--- src/rtl/cmd_sequencer.sv ---
// cmd_sequencer: queues up to DEPTH SD CMD-path commands (index + argument)
// and issues them one at a time over the new_command/strobe_in/ack_in
// handshake. Each result is returned on a valid/ready port. The result is
// either the captured response or a timeout flag from an optional
// programmable WAIT timeout.
//
// Ports:
//   clock, reset                          clock, synchronous active-high reset
//   push, push_index, push_argument       enqueue side (dropped while full)
//   full, empty                           queue occupancy flags
//   timeout_enable, timeout_limit         response timeout control
//   new_command, cmd_index, cmd_argument  command request to the CMD layer
//   strobe_in, cmd_in, ack_in             response handshake with the CMD layer
//   resp_valid, resp_ready                result handshake with the consumer
//   response, resp_index, time_out        result payload
//   busy                                  sequencer not idle
module cmd_sequencer #(
  parameter int unsigned IDX_W  = 6,
  parameter int unsigned ARG_W  = 32,
  parameter int unsigned RESP_W = 128,
  parameter int unsigned DEPTH  = 4,
  parameter int unsigned TO_W   = 16
) (
  input  logic              clock,
  input  logic              reset,
  input  logic              push,
  input  logic [IDX_W-1:0]  push_index,
  input  logic [ARG_W-1:0]  push_argument,
  output logic              full,
  output logic              empty,
  input  logic              timeout_enable,
  input  logic [TO_W-1:0]   timeout_limit,
  output logic              new_command,
  output logic [IDX_W-1:0]  cmd_index,
  output logic [ARG_W-1:0]  cmd_argument,
  input  logic              strobe_in,
  input  logic [RESP_W-1:0] cmd_in,
  output logic              ack_in,
  output logic              resp_valid,
  input  logic              resp_ready,
  output logic [RESP_W-1:0] response,
  output logic [IDX_W-1:0]  resp_index,
  output logic              time_out,
  output logic              busy
);

  localparam int unsigned PTR_W = (DEPTH > 1) ? $clog2(DEPTH) : 1;
  localparam int unsigned CNT_W = PTR_W + 1;
  localparam logic [CNT_W-1:0] DEPTH_CNT = CNT_W'(DEPTH);

  typedef enum logic [1:0] {
    ST_IDLE,
    ST_WAIT,
    ST_ACK,
    ST_REPORT
  } state_t;

  state_t state_q, state_d;

  logic [DEPTH-1:0][IDX_W-1:0] idx_mem_q, idx_mem_d;
  logic [DEPTH-1:0][ARG_W-1:0] arg_mem_q, arg_mem_d;
  logic [PTR_W-1:0]            wr_ptr_q, wr_ptr_d;
  logic [PTR_W-1:0]            rd_ptr_q, rd_ptr_d;
  logic [CNT_W-1:0]            count_q, count_d;

  logic [TO_W-1:0]   to_cnt_q, to_cnt_d;
  logic              new_command_q, new_command_d;
  logic [IDX_W-1:0]  cmd_index_q, cmd_index_d;
  logic [ARG_W-1:0]  cmd_argument_q, cmd_argument_d;
  logic              ack_in_q, ack_in_d;
  logic              resp_valid_q, resp_valid_d;
  logic [RESP_W-1:0] response_q, response_d;
  logic [IDX_W-1:0]  resp_index_q, resp_index_d;
  logic              time_out_q, time_out_d;

  logic q_full;
  logic q_empty;
  logic push_ok;
  logic pop;

  assign q_full  = (count_q == DEPTH_CNT);
  assign q_empty = (count_q == '0);
  assign push_ok = push && !q_full;

  // Sequencer FSM; pop is asserted only in IDLE when the queue has an entry.
  always_comb begin
    state_d        = state_q;
    to_cnt_d       = to_cnt_q;
    new_command_d  = new_command_q;
    cmd_index_d    = cmd_index_q;
    cmd_argument_d = cmd_argument_q;
    ack_in_d       = ack_in_q;
    resp_valid_d   = resp_valid_q;
    response_d     = response_q;
    resp_index_d   = resp_index_q;
    time_out_d     = time_out_q;
    pop            = 1'b0;

    unique case (state_q)
      ST_IDLE: begin
        if (!q_empty) begin
          pop            = 1'b1;
          cmd_index_d    = idx_mem_q[rd_ptr_q];
          cmd_argument_d = arg_mem_q[rd_ptr_q];
          to_cnt_d       = '0;
          new_command_d  = 1'b1;
          state_d        = ST_WAIT;
        end
      end

      ST_WAIT: begin
        if (to_cnt_q != '1) begin
          to_cnt_d = to_cnt_q + 1'b1;
        end
        // strobe_in wins over a timeout in the same cycle.
        if (strobe_in) begin
          response_d    = cmd_in;
          resp_index_d  = cmd_index_q;
          time_out_d    = 1'b0;
          new_command_d = 1'b0;
          ack_in_d      = 1'b1;
          state_d       = ST_ACK;
        end else if (timeout_enable && (to_cnt_q == timeout_limit)) begin
          response_d    = '0;
          resp_index_d  = cmd_index_q;
          time_out_d    = 1'b1;
          new_command_d = 1'b0;
          resp_valid_d  = 1'b1;
          state_d       = ST_REPORT;
        end
      end

      ST_ACK: begin
        if (!strobe_in) begin
          ack_in_d     = 1'b0;
          resp_valid_d = 1'b1;
          state_d      = ST_REPORT;
        end
      end

      ST_REPORT: begin
        if (resp_ready) begin
          resp_valid_d = 1'b0;
          state_d      = ST_IDLE;
        end
      end

      default: begin
        state_d = ST_IDLE;
      end
    endcase
  end

  // Circular command queue; a simultaneous push and pop leaves count unchanged.
  always_comb begin
    idx_mem_d = idx_mem_q;
    arg_mem_d = arg_mem_q;
    wr_ptr_d  = wr_ptr_q;
    rd_ptr_d  = rd_ptr_q;
    count_d   = count_q;

    if (push_ok) begin
      idx_mem_d[wr_ptr_q] = push_index;
      arg_mem_d[wr_ptr_q] = push_argument;
      wr_ptr_d            = wr_ptr_q + 1'b1;
    end
    if (pop) begin
      rd_ptr_d = rd_ptr_q + 1'b1;
    end
    if (push_ok && !pop) begin
      count_d = count_q + 1'b1;
    end else if (pop && !push_ok) begin
      count_d = count_q - 1'b1;
    end
  end

  always_ff @(posedge clock) begin
    if (reset) begin
      state_q        <= ST_IDLE;
      idx_mem_q      <= '0;
      arg_mem_q      <= '0;
      wr_ptr_q       <= '0;
      rd_ptr_q       <= '0;
      count_q        <= '0;
      to_cnt_q       <= '0;
      new_command_q  <= 1'b0;
      cmd_index_q    <= '0;
      cmd_argument_q <= '0;
      ack_in_q       <= 1'b0;
      resp_valid_q   <= 1'b0;
      response_q     <= '0;
      resp_index_q   <= '0;
      time_out_q     <= 1'b0;
    end else begin
      state_q        <= state_d;
      idx_mem_q      <= idx_mem_d;
      arg_mem_q      <= arg_mem_d;
      wr_ptr_q       <= wr_ptr_d;
      rd_ptr_q       <= rd_ptr_d;
      count_q        <= count_d;
      to_cnt_q       <= to_cnt_d;
      new_command_q  <= new_command_d;
      cmd_index_q    <= cmd_index_d;
      cmd_argument_q <= cmd_argument_d;
      ack_in_q       <= ack_in_d;
      resp_valid_q   <= resp_valid_d;
      response_q     <= response_d;
      resp_index_q   <= resp_index_d;
      time_out_q     <= time_out_d;
    end
  end

  assign full         = q_full;
  assign empty        = q_empty;
  assign busy         = (state_q != ST_IDLE);
  assign new_command  = new_command_q;
  assign cmd_index    = cmd_index_q;
  assign cmd_argument = cmd_argument_q;
  assign ack_in       = ack_in_q;
  assign resp_valid   = resp_valid_q;
  assign response     = response_q;
  assign resp_index   = resp_index_q;
  assign time_out     = time_out_q;

endmodule

--- config.mk ---
export PLATFORM = sky130hd
export DESIGN_NAME = cmd_sequencer
export DESIGN_NICKNAME = d
export VERILOG_FILES = /design/src/rtl/cmd_sequencer.sv
export SDC_FILE = /design/constraint.sdc
export NUM_CORES = 1
export LEC_CHECK = 0
export ABC_AREA = 1
export CAP_MARGIN = 20
export CORE_ASPECT_RATIO = 0.6
export CORE_MARGIN = 8
export CORE_UTILIZATION = 50
export CTS_CLUSTER_SIZE = 24
export DETAILED_ROUTE_END_ITERATION = 16
export GPL_ROUTABILITY_DRIVEN = 0
export GPL_TIMING_DRIVEN = 1
export HOLD_SLACK_MARGIN = 0.1
export PLACE_DENSITY_LB_ADDON = 0.08
export SLEW_MARGIN = 20
export SYNTH_ARGS = -nofsm -noshare
export SYNTH_HDL_FRONTEND = slang
export SYNTH_SLANG_ARGS = --single-unit
--- constraint.sdc ---
create_clock -name clock -period 4.35 [get_ports clock]
set_input_delay 0.6525 -clock clock [delete_from_list [all_inputs] [get_ports clock]]
set_output_delay 0.6525 -clock clock [all_outputs]
set_load 0.005 [all_outputs]
Word level (Yosys, flattened, before mapping)
Index checks and enable logic that the tools add are counted.
{"block": "totals", "reg_bits": 353, "in_bits": 188}
{"block": "op_classes", "n_addsub": 5, "n_lt_le_gt_ge": 3, "n_eq_ne": 14, "muxes": 40, "n_bitwise": 1, "n_reduce_logical": 23}
{"operator": "$mux 128", "n": 2}
{"operator": "$bwmux 128", "n": 1}
{"operator": "$bmux 32 s2", "n": 1}
{"operator": "$demux 32 s2", "n": 1}
{"operator": "$mux 32", "n": 2}
{"operator": "$mux 16", "n": 2}
{"operator": "$pmux 16 s2", "n": 1}
{"operator": "$bwmux 24", "n": 1}
{"operator": "$mux 6", "n": 4}
{"operator": "$add 16x1->16 const B", "n": 1}
{"operator": "$eq 16x16->1", "n": 1}
{"operator": "$ne 16x16->1 const B", "n": 1}
{"operator": "$ne 2x2->1 const B", "n": 7}
{"operator": "$bmux 6 s2", "n": 1}
{"operator": "$demux 6 s2", "n": 1}
{"operator": "$mux 1", "n": 12}
{"operator": "$mux 2", "n": 5}
{"operator": "$reduce_bool 2->1", "n": 5}
{"operator": "$reduce_and 3->1", "n": 3}
{"operator": "$pmux 2 s4", "n": 1}
{"operator": "$lt 2x3->1 const B", "n": 2}
{"operator": "$mux 3", "n": 2}
{"operator": "$logic_and 1x1->1", "n": 5}
{"operator": "$reduce_and 5->1", "n": 1}
{"operator": "other kinds (17)", "n": 23}

Logic depth before layout (Yosys ltp)
{"block": "depth", "depth_word": 7, "mapped_depth": 13, "depth_no_buf": 13}

Worst setup path before layout
No wires, ideal clock.
{"block": "synth_path", "path_kind": "in2reg", "from": "input port push", "to": "register count_q[2]", "setup_time_ns": 0.070, "arrival_ns": 2.373, "path_slack_ns": 1.907, "path_stages": 12, "path_cell_list": "inv_1 > nor2_1 > clkbuf_1 > clkbuf_1 > ha_1 > inv_1 > fa_1 > nor2_1 > nor2_1 > nand2_1 > o21ai_0 > a21oi_1"}
{"block": "synth_via", "elab_chain_cells": 4, "word_cells_on_any_way": 6}
{"element": "from (decl)", "line_no": "26", "rtl": "input logic push,"}
{"element": "$logic_and 1x1->1 *", "line_no": "83", "rtl": "assign push_ok = push && !q_full;"}
{"element": "net push_ok", "line_no": "78", "rtl": "logic push_ok;"}
{"element": "$logic_not 1->1", "line_no": "172", "rtl": "end else if (pop && !push_ok) begin"}
{"element": "$logic_and 1x1->1", "line_no": "172"}
{"element": "$reduce_bool 2->1 (no line)"}
{"element": "to (signal assigned)", "line_no": "200", "rtl": "count_q <= count_d;"}
{"element": "to (decl)", "line_no": "64", "rtl": "logic [CNT_W-1:0] count_q, count_d;"}
The timed path passes the listed nets; every way through them passes the cells marked *.
A chain may end at the register's enable or synchronous reset.

Worst setup path in the final report
{"block": "layout_path", "from": "input port timeout_limit[7]", "to": "register response_q[42] (netlist: response[42])"}
{"block": "layout_via", "elab_chain_cells": 4}
{"element": "from (decl)", "line_no": "32", "rtl": "input logic [TO_W-1:0] timeout_limit,"}
{"element": "$eq 16x16->1", "line_no": "123", "rtl": "end else if (timeout_enable && (to_cnt_q == timeout_limit)) begin"}
{"element": "$logic_and 1x1->1", "line_no": "123"}
{"element": "$reduce_bool 2->1 (no line)"}
{"element": "$reduce_and 2->1 (no line)"}
{"element": "to (signal assigned)", "line_no": "207", "rtl": "response_q <= response_d;"}
{"element": "to (decl)", "line_no": "72", "rtl": "logic [RESP_W-1:0] response_q, response_d;"}
Every way passes these cells.

==> results.json <==
{
  "maximum_ir_drop_on_the_vdd_rail_uv": 399,
  "drt_iter0_markers": 1210,
  "hold_path.class": "flip-flop to flip-flop",
  "detail_route.wirelength_um": 45600,
  "cts_post_setup_buffers_inserted": 0,
  "synth-edff-count": 0,
  "worstRegToRegCells": 8,
  "grt_residual_overflow": 0,
  "worstHoldStart": "arg_mem_q[57]",
  "final_antenna_net_count": 0,
  "yosys_top_cell_by_area": "dfxtp_1",
  "dp_hpwl_um": 30200,
  "placement_rows": 48,
  "wire_per_inst_um": 17.7,
  "p_per_area_nw_per_um2": 538,
  "dp_cells": 2514,
  "tritoncts_clock_tree": "done",
  "hold_path_end": "arg_mem_q[57]",
  "critPathLaunchType": "primary input",
  "worst_setup_path_end_kind": "flip-flop",
  "clk_root_buffer_cell": "clkbuf_16",
  "final_layout_size_suffix_gt1_frac": 0.0578,
  "global_route.usage.total": 0.253,
  "unrepaired_setup_endpoints_after_global_routing": "false",
  "fin_crit_sh": 0.666,
  "die_area_um2": 34300,
  "worst_setup_path_startpoint": "timeout_limit[7]",
  "coreArea_um2": 28400,
  "synthesis.instances": 1896,
  "floorplan.io_pins": 367,
  "clock_buffer_count_from_cts": 35,
  "initial_core_utilization": 0.502,
  "worstSetupPathType": "primary input to flip-flop",
  "netlist_top_cells_area": "dfxtp_1, a21oi_1, nand2_1",
  "synth.ff_latch_count": 353,
  "first_global_vias": 13000,
  "place.port_buffers": 366,
  "synth_sequential_area_ratio": 0.496,
  "synth_warnings": 0,
  "cts_num_sinks": 353,
  "final_common_cell": "nand2_1",
  "final-instance-count-excl-fill": 2574,
  "most_frequent_cells_in_the_layout": "nand2_1, a21oi_1, clkdlybuf4s50_1, dfxtp_1, o21ai_0",
  "async_flop_share": 0,
  "final_nets": 2376,
  "max-cap-violations": 0,
  "finalSetupViolations": 0,
  "post-place-ws_ps": 940,
  "r2r_setup_slack_ps": 1470,
  "synth.net_count": 2096,
  "worst-endpoint-arrival_ps": 3330,
  "setup_tns_ps": 0,
  "slew_at_the_pin_with_the_worst_max_slew_slack_ps": 1080,
  "period_needed_ps": 2900,
  "final_critical_path_setup_slack_ps": 1450,
  "grt_pass1_wl_um": 71300,
  "first_pass_iters": 6,
  "hold_buffers": 0,
  "slew_headroom": 0.280,
  "status": "completed",
  "achievable_freq_mhz": 345,
  "timing.clock.skew_ps": 27.1,
  "clk_path_buf_depth": 3,
  "die_x_um": 234,
  "grt_start_max_net_pins": 102,
  "avgViaCountPerCell": 5.38,
  "postSynth.topFlopCell": "dfxtp_1",
  "report.final.hold_viol_count": 0,
  "power_leakage_uw": 0.00665,
  "crit_path_max_fanout": 81,
  "floorplan_die_height_um": 147,
  "cp.required_ps": 4780,
  "drcViolationCount": 0,
  "final_max_slew_viol_count": 0,
  "post_cts_resized": 0,
  "clk-insertion-delay-late_ps": 530,
  "layout-area-overhead-vs-synth_pct": 33.7,
  "clock_transition_at_path_regs_ps": 60,
  "synth.lib_cells_used.distinct": 32,
  "netlist_area_um2": 14200,
  "synthesis.area_per_instance_um2": 7.52,
  "reg2reg_to": "response[42]",
  "hold_depth": 2,
  "antenna_found_initial": 4,
  "critical_path.reg2reg.startpoint": "state_q[1]",
  "via_count": 13900,
  "netlist.area_leader.share": 0.496,
  "htree_num_levels": 2
}
[routing by layer]
metal  global-route usage  vias up  part of all wire
li1                     -     6844                 -
met1                0.338     6436              0.44
met2                0.405      496              0.46
met3               0.0541       73             0.076
met4               0.0762        2             0.025
met5                    0        -           0.00015
[worst max path at each step]
stage / end / cells past startpoint
after global routing: response[20] / 8
after global placement: response[45] / 10
after floorplan: count_q[2] / 12
final: response[42] / 10
after detailed placement: response[64] / 10
after CTS: response[64] / 8
[stage by stage]
stage | area (um2) | hold slack (ps) | total power (uW) | utilization
after CTS | 19000 | 453 | 10300 | 0.670
after global routing | 19000 | 463 | 10800 | 0.671
after detailed placement | 17900 | 444 | 7330 | 0.632
final | 19000 | 453 | 10200 | 0.671
after global placement | 17900 | 439 | 7270 | 0.632
after floorplan | 14200 | 429 | 5860 | -
[worst max-delay path, cell delays in order]
cell and delay, ps:
clkdlybuf4s50_1 420, or2_1 250, nand3_1 90, nor2_2 70
nand4_2 110, nand2_4 90, inv_4 660, buf_4 620
nand2_1 120, a21oi_1 150
[sequential cells by signal, indices dropped and copies added (netlist names), 3 cells and up]
signal / count
arg_mem_q: 128
cmd_argument: 32
cmd_index: 6
count_q: 3
idx_mem_q: 24
resp_index: 6
response: 128
to_cnt_q: 16
[synth_stat cells (12+ instances only)]
library cell    n
nand2_1       432
a21oi_1       371
o211ai_1       12
a31oi_1        38
clkbuf_1      100
xor2_1         12
o21ai_0       186
nor2_1         52
buf_2          19
nor3_1         12
nand2_2        32
buf_1          14
dfxtp_1       353
nand3_1        93
inv_1         119
[cells by family after synthesis]
family	share of synthesized area
AO/OA/AOI/OAI	0.219
XOR/XNOR	0.00922
adder cells (fa/ha/maj)	0.0111
buffers and inverters	0.0780
flip-flops	0.496
AND/OR/NAND/NOR	0.187
[power breakdown]
group	switching (uW)	internal (uW)	leakage [uW]
sequential	300	3750	0.00287
combinational	1880	1360	0.00323
clock	1250	1710	0.000545
[area by class of cell]
| cell class | instances | area [um2] |
|---|---|---|
| fillers | 2441 | 9360 |
| flip-flops and latches | 353 | 7070 |
| multi-input cells | 1271 | 6090 |
| repair buffers | 385 | 3820 |
| clock buffers | 51 | 1040 |
| inverters | 130 | 493 |
| well taps | 375 | 469 |
| clock inverters | 6 | 62.6 |
| diodes | 3 | 7.51 |
(Power assumes the default switching activity.)
